<file path="src/rtl/memoria_pkg.sv">
// rtl/memoria_pkg.sv - shared widths, state encoding and helpers for memoria_principal
package memoria_pkg;

    localparam int ADDR_W          = 5;
    localparam int DATA_W          = 3;
    localparam int DEPTH           = 32;
    localparam int CNT_W           = 4;
    localparam int STAT_W          = 8;
    localparam int LATENCY_DEFAULT = 3;

    typedef enum logic [1:0] {
        IDLE   = 2'd0,
        ACCESS = 2'd1,
        DONE   = 2'd2
    } state_t;

    // Completion counters stick at their maximum instead of wrapping.
    function automatic logic [STAT_W-1:0] sat_inc(input logic [STAT_W-1:0] value);
        return (value == {STAT_W{1'b1}}) ? value : value + STAT_W'(1);
    endfunction

endpackage

</file>
<file path="src/rtl/memoria_principal_contador_latencia.sv">
// rtl/memoria_principal_contador_latencia.sv - loadable down-counter with zero flag
module contador_latencia
    import memoria_pkg::*;
#(
    parameter int WIDTH = CNT_W
) (
    input  logic             clock,
    input  logic             reset,
    input  logic             load,
    input  logic [WIDTH-1:0] load_value,
    input  logic             dec,
    output logic [WIDTH-1:0] count,
    output logic             zero
);

    always_ff @(posedge clock) begin
        if (reset) begin
            count <= '0;
        end else if (load) begin
            count <= load_value;
        end else if (dec && (count != '0)) begin
            count <= count - WIDTH'(1);
        end
    end

    assign zero = (count == '0);

endmodule

</file>
<file path="src/rtl/memoria_principal.sv">
// rtl/memoria_principal.sv - fixed-latency main-memory responder for cache fills and write-backs
module memoria_principal
    import memoria_pkg::*;
#(
    parameter int LATENCY = LATENCY_DEFAULT
) (
    input  logic              clock,
    input  logic              reset,
    input  logic              req,
    input  logic              we,
    input  logic [ADDR_W-1:0] addr,
    input  logic [DATA_W-1:0] wdata,
    output logic              ready,
    output logic              ack,
    output logic [DATA_W-1:0] rdata,
    output logic              busy,
    output logic [STAT_W-1:0] rd_count,
    output logic [STAT_W-1:0] wr_count
);

    localparam logic [CNT_W-1:0] LOAD_VALUE = CNT_W'(LATENCY - 1);

    state_t              state;
    state_t              next_state;
    logic                accept;
    logic                finish;
    logic                cnt_zero;
    logic [CNT_W-1:0]    cnt_value;
    logic                we_q;
    logic [ADDR_W-1:0]   addr_q;
    logic [DATA_W-1:0]   wdata_q;
    logic [DATA_W-1:0]   mem [DEPTH];

    assign accept = req && (state == IDLE);
    assign finish = (state == ACCESS) && cnt_zero;

    contador_latencia #(
        .WIDTH(CNT_W)
    ) u_contador (
        .clock     (clock),
        .reset     (reset),
        .load      (accept),
        .load_value(LOAD_VALUE),
        .dec       (state == ACCESS),
        .count     (cnt_value),
        .zero      (cnt_zero)
    );

    always_ff @(posedge clock) begin
        if (reset) begin
            state <= IDLE;
        end else begin
            state <= next_state;
        end
    end

    always_comb begin
        next_state = state;
        ready      = 1'b0;
        ack        = 1'b0;
        case (state)
            IDLE: begin
                ready = 1'b1;
                if (accept) begin
                    next_state = ACCESS;
                end
            end
            ACCESS: begin
                if (cnt_zero) begin
                    next_state = DONE;
                end
            end
            DONE: begin
                ack        = 1'b1;
                next_state = IDLE;
            end
            default: begin
                next_state = IDLE;
            end
        endcase
    end

    assign busy = ~ready;

    // Transaction fields are frozen at acceptance; later input changes are ignored.
    always_ff @(posedge clock) begin
        if (reset) begin
            we_q    <= 1'b0;
            addr_q  <= '0;
            wdata_q <= '0;
        end else if (accept) begin
            we_q    <= we;
            addr_q  <= addr;
            wdata_q <= wdata;
        end
    end

    // The array is committed on the ACCESS->DONE edge so a following read sees it.
    always_ff @(posedge clock) begin
        if (reset) begin
            for (int i = 0; i < DEPTH; i++) begin
                mem[i] <= DATA_W'(i);
            end
            rdata <= '0;
        end else if (finish) begin
            if (we_q) begin
                mem[addr_q] <= wdata_q;
            end else begin
                rdata <= mem[addr_q];
            end
        end
    end

    always_ff @(posedge clock) begin
        if (reset) begin
            rd_count <= '0;
            wr_count <= '0;
        end else if (state == DONE) begin
            if (we_q) begin
                wr_count <= sat_inc(wr_count);
            end else begin
                rd_count <= sat_inc(rd_count);
            end
        end
    end

    logic unused_cnt;
    assign unused_cnt = ^cnt_value;

endmodule
</file>
<file path="config.mk">
export PLATFORM = sky130hd
export DESIGN_NAME = memoria_principal
export DESIGN_NICKNAME = d
export VERILOG_FILES = /design/src/rtl/memoria_pkg.sv /design/src/rtl/memoria_principal_contador_latencia.sv /design/src/rtl/memoria_principal.sv
export SDC_FILE = /design/constraint.sdc
export NUM_CORES = 1
export LEC_CHECK = 0
export CAP_MARGIN = 0
export CORE_MARGIN = 1
export CORE_UTILIZATION = 60
export DETAILED_ROUTE_END_ITERATION = 10
export GPL_TIMING_DRIVEN = 1
export PLACE_DENSITY = 0.8
export SLEW_MARGIN = 20
export SYNTH_ARGS = -nofsm -noshare
export SYNTH_HDL_FRONTEND = slang
export SYNTH_HIERARCHICAL = 1
export SYNTH_SLANG_ARGS = --single-unit
export TNS_END_PERCENT = 10
</file>
<file path="constraint.sdc">
create_clock -name clock -period 3.5 [get_ports clock]
set_clock_uncertainty 0.2 [all_clocks]
set_input_delay 0.35 -clock clock [delete_from_list [all_inputs] [get_ports clock]]
set_output_delay 0.35 -clock clock [all_outputs]
set_load 0.02 [all_outputs]
</file>
==> impl_table.tex <==
\begin{tabular}{lr}
\hline
Metric & Value \\
\hline
\multicolumn{2}{l}{\textbf{Clock tree}} \\
\quad Number of hold-repair buffers added at the cts stage & 0 \\
\quad Skew-Pair Late Insertion Delay & 0.53 ns \\
\quad H-tree lvl count & 4 \\
\quad Root buffer selected by CTS & sky130\_fd\_sc\_hd\_\_clkbuf\_8 \\
\quad Post-CTS Setup Repair Bufs & 0 \\
\quad Count of cells resized by post-cts repair & 0 \\
\quad Clock buffers created by TritonCTS & 17 \\
\quad Register clock-pin slew on the reported worst setup and hold paths & 0.05 ns \\
\quad Sink count of the clock tree & 130 \\
\quad TritonCTS clock tree & yes \\
\quad Largest buffer count on any clock path & 2 \\
\multicolumn{2}{l}{\textbf{Route}} \\
\quad Count of nets left with antenna violations after detail routing & 0 \\
\quad Wire length per cell & 18.6 um \\
\quad Violation count after the first detailed-routing iteration & 305 \\
\quad Via Count & 4372 \\
\quad Pre-antenna DRT Iters & 5 \\
\quad Detailed-route vias per instance & 6.07 \\
\quad DRC errors left & 0 \\
\quad Detailed-route wire length & 13.4 mm \\
\multicolumn{2}{l}{\textbf{Power and ir drop}} \\
\quad Power Dens Cells & 500 nW/um\^{}2 \\
\quad Lkg Pwr & 2.41 nW \\
\quad Maximum ir drop on the vdd rail & 0.267 mV \\
\multicolumn{2}{l}{\textbf{Run status}} \\
\quad Result of the run & complete, no violations \\
\multicolumn{2}{l}{\textbf{Setup path}} \\
\quad Most repeated library cell on the critical path & sky130\_fd\_sc\_hd\_\_inv\_1 \\
\quad R2r endpoint & mem[20][1]\$\_SDFFCE\_PN0P\_ \\
\quad Required time at the worst-slack endpoint & 3.54 ns \\
\quad CP Cell Sequence & inv\_1 -> ha\_1 -> or3b\_4 -> inv\_1 -> and4bb\_4 -> nand4\_1 -> nor3\_1 -> or2\_2 \\
\quad Max Fanout on Critical Path & 8 \\
\quad Sort of element at the end of the critical path & register \\
\quad Worst reg-to-reg setup slack & 0.50 ns \\
\quad Library cell contributing the largest single delay on the critical path & sky130\_fd\_sc\_hd\_\_or3b\_4 \\
\quad Classification of the worst setup path & register to register \\
\quad R2R depth & 8 \\
\quad Worst reg2reg startpoint & u\_contador/count[1]\$\_SDFFE\_PP0P\_ \\
\quad Data arrival at the endpoint of the critical path & 3.03 ns \\
\quad Type of element launching the critical path & register \\
\quad Largest stage delay on the critical path & 0.44 ns \\
\multicolumn{2}{l}{\textbf{Global routing}} \\
\quad GRT Util Overall & 0.254 \\
\quad Layer with the highest usage & met2 \\
\quad Overall overflow remaining after global route & 0 \\
\quad Pin count of the biggest net entering global routing & 68 \\
\quad Met3 Usage GRT & 0.0632 \\
\quad Met2 routing resource usage after global routing & 0.425 \\
\quad Initial antenna violation count & 0 \\
\quad Global-route wire length before repair & 21.3 mm \\
\quad Via count of the first global-routing pass & 4204 \\
\quad Routing usage on met1 & 0.313 \\
\multicolumn{2}{l}{\textbf{Logic synthesis}} \\
\quad Top FF cell, synth & sky130\_fd\_sc\_hd\_\_edfxtp\_1 \\
\quad Area share of the leading cell type in the synthesized netlist & 0.440 \\
\quad Most area-consuming cells after synthesis & sky130\_fd\_sc\_hd\_\_edfxtp\_1 44\%, sky130\_fd\_sc\_hd\_\_dfxtp\_1 10\%, sky130\_fd\_sc\_hd\_\_and2\_1 4.9\% \\
\quad Async set-reset flop share out of synthesis & 0 \\
\quad Number of enable flip-flop cells after synthesis & 96 \\
\quad Netlist Area Pre-Place & 6550 um\^{}2 \\
\quad Leading cell type by number of instances after synthesis & sky130\_fd\_sc\_hd\_\_edfxtp\_1 \\
\quad Average instance area after synthesis & 11.9 um\^{}2 \\
\quad Gate Count Post-Synth & 550 \\
\quad Ys Warns & 6 \\
\quad Distinct cell type count of the synthesized netlist & 62 \\
\quad Share of the yosys chip area belonging to registers & 0.544 \\
\quad Cell taking the most area after synthesis & sky130\_fd\_sc\_hd\_\_edfxtp\_1 \\
\quad Synthesis-stage register bit count & 130 \\
\quad Most used standard cells in the synthesized netlist & 96 x sky130\_fd\_sc\_hd\_\_edfxtp\_1, 51 x sky130\_fd\_sc\_hd\_\_and2\_1, 47 x sky130\_fd\_sc\_hd\_\_nor2\_1, 41 x sky130\_fd\_sc\_hd\_\_or3\_1, 34 x sky130\_fd\_sc\_hd\_\_dfxtp\_1 \\
\multicolumn{2}{l}{\textbf{Timing}} \\
\quad Max-slew headroom & 0.463 \\
\quad RSZ-0062 raised after global routing & no \\
\quad Final critical delay including setup and external delays & 3.00 ns \\
\quad Fin Setup TNS & 0 ns \\
\quad Final hold violations & 0 \\
\quad Max Slew Vio Count & 0 \\
\quad Post-route setup slack & 0.503 ns \\
\quad Fraction of the cycle the final worst path needs & 0.856 \\
\quad Final setup violation count & 0 \\
\quad Transition time of the tightest slew-check pin & 0.803 ns \\
\quad F\_max & 334 MHz \\
\multicolumn{2}{l}{\textbf{Place}} \\
\quad Worst Setup Slack post-DPL & 0.532 ns \\
\quad Input/output buffers & 33 \\
\quad Half-perimeter wire length after placement & 8.58 mm \\
\quad Final weighted congestion in routability-driven placement & 0.833 \\
\multicolumn{2}{l}{\textbf{Cells and area}} \\
\quad Fraction of final layout cells sized beyond drive strength 1 & 0.163 \\
\quad N\_diodes & 0 \\
\quad \# nets final & 586 \\
\quad Signed area change from the synthesized netlist to the final layout & 13.8\% \\
\multicolumn{2}{l}{\textbf{Die}} \\
\quad Initial Util & 0.626 \\
\quad Die Span Y & 106 um \\
\quad Core Area & 10500 um\^{}2 \\
\quad Die Wd & 106 um \\
\quad Top-Level Pins & 34 \\
\quad Die outline area & 11300 um\^{}2 \\
\quad Standard-cell rows & 37 \\
\multicolumn{2}{l}{\textbf{Job}} \\
\quad Max-cap violation count & 0 \\
\multicolumn{2}{l}{\textbf{Hold path}} \\
\quad Depth of the worst hold-timing path & 2 \\
\quad Min-delay src & reset \\
\quad Hold EP & state[1]\$\_SDFFE\_PP0P\_ \\
\quad Classification of the worst-slack hold path & input port to register \\
\hline
\end{tabular}
==> report_power, final <==
group	total, W	switching [W]	internal (W)
Clock	0.00167	0.000603	0.00107
Sequential	0.00175	0.0000585	0.00169
Combinational	0.000307	0.000171	0.000135
Total	0.00372	0.000833	0.00289
==> per-stage QoR <==
stage | cells | util | area, um^2 | total power [W] | hold WS [ns]
6_report | 720 | 0.712 | 7450 | 0.00372 | 0.0570
5_1_grt | 720 | 0.712 | 7450 | 0.00384 | 0.0417
4_1_cts | 720 | 0.712 | 7440 | 0.00374 | 0.0364
3_5_place_dp | 688 | 0.657 | 6870 | 0.00208 | 0.317
3_3_place_gp | 688 | 0.657 | 6870 | 0.00207 | 0.282
2_1_floorplan | 552 | - | 6550 | 0.00199 | 0.222
==> layout by cell type (no fill, tap or decap), drive strengths merged, types with 3 or more instances in the layout <==
cell type	instances
mux4	19
o31ai	4
o211ai	4
nand2b	14
clkbuf	30
xor2	8
o21bai	5
ha	3
nor2b	5
nand4	9
nand2	32
nor3	9
edfxtp	96
conb	4
clkdlybuf4s50	32
and2	52
or2	29
o21ai	3
nand3b	3
nor2	47
mux2i	14
nand3	7
or3	41
buf	9
a21oi	14
dfxtp	34
and3	5
a311oi	3
or4	3
a31oi	3
inv	11
==> cells by family (layout without fill, tap and decap cells) <==
| kind of cell | count (synthesis) | after routing | synth area share |
|---|---|---|---|
| AO/OA/AOI/OAI | 51 | 51 | 0.0604 |
| buffers and inverters | 52 | 84 | 0.0430 |
| flip-flops | 130 | 130 | 0.544 |
| adder cells (fa/ha/maj) | 3 | 3 | 0.00574 |
| XOR/XNOR | 8 | 8 | 0.0107 |
| AND/OR/NAND/NOR | 269 | 269 | 0.239 |
| other | 2 | 4 | 0.00115 |
| multiplexers | 35 | 35 | 0.0954 |
==> metal layers <==
| metal | part of all wire | vias up |
|---|---|---|
| li1 | - | 2063 |
| met1 | 0.42 | 2133 |
| met2 | 0.51 | 147 |
| met3 | 0.051 | 29 |
| met4 | 0.020 | 0 |
| met5 | 0 | - |
==> how the worst max path moves through the flow <==
stage	endpoint	cells past startpoint	startpoint	slack, ns
6_report	mem[20][1]$_SDFFCE_PN0P_	8	u_contador/count[1]$_SDFFE_PP0P_	0.50
2_1_floorplan	mem[21][0]$_SDFFCE_PN1P_	8	u_contador/count[1]$_SDFFE_PP0P_	0.98
4_1_cts	mem[23][1]$_SDFFCE_PN1P_	8	u_contador/count[1]$_SDFFE_PP0P_	0.52
3_3_place_gp	mem[0][0]$_SDFFCE_PN0P_	9	u_contador/count[1]$_SDFFE_PP0P_	0.62
5_1_grt	mem[0][1]$_SDFFCE_PN0P_	9	u_contador/count[1]$_SDFFE_PP0P_	0.29
3_5_place_dp	mem[8][1]$_SDFFCE_PN0P_	9	u_contador/count[1]$_SDFFE_PP0P_	0.53
==> area by class of cell <==
cell class              count  area [um^2]
repair buffers             41          385
clock buffers              30          564
clock inverters             2         11.3
well taps                 136          170
multi-input cells         370         2710
flip-flops and latches    130         3570
fillers                   726         3010
inverters                  11         41.3
==> state kept, by name, indices dropped and copies added (netlist names), 2 cells and up <==
signal            cells
wdata_q               3
addr_q                5
rd_count              8
rdata                 3
mem                  96
u_contador/count      4
wr_count              8
state                 2
==> critical path: cells and delay by family, from the launching register on <==
kind / cells / cell delay, ns
AND/OR/NAND/NOR: 5 / 1.77
flip-flops: 1 / 0.32
buffers and inverters: 2 / 0.22
adder cells (fa/ha/maj): 1 / 0.21
Note: power is estimated with default switching activity, not from simulation.
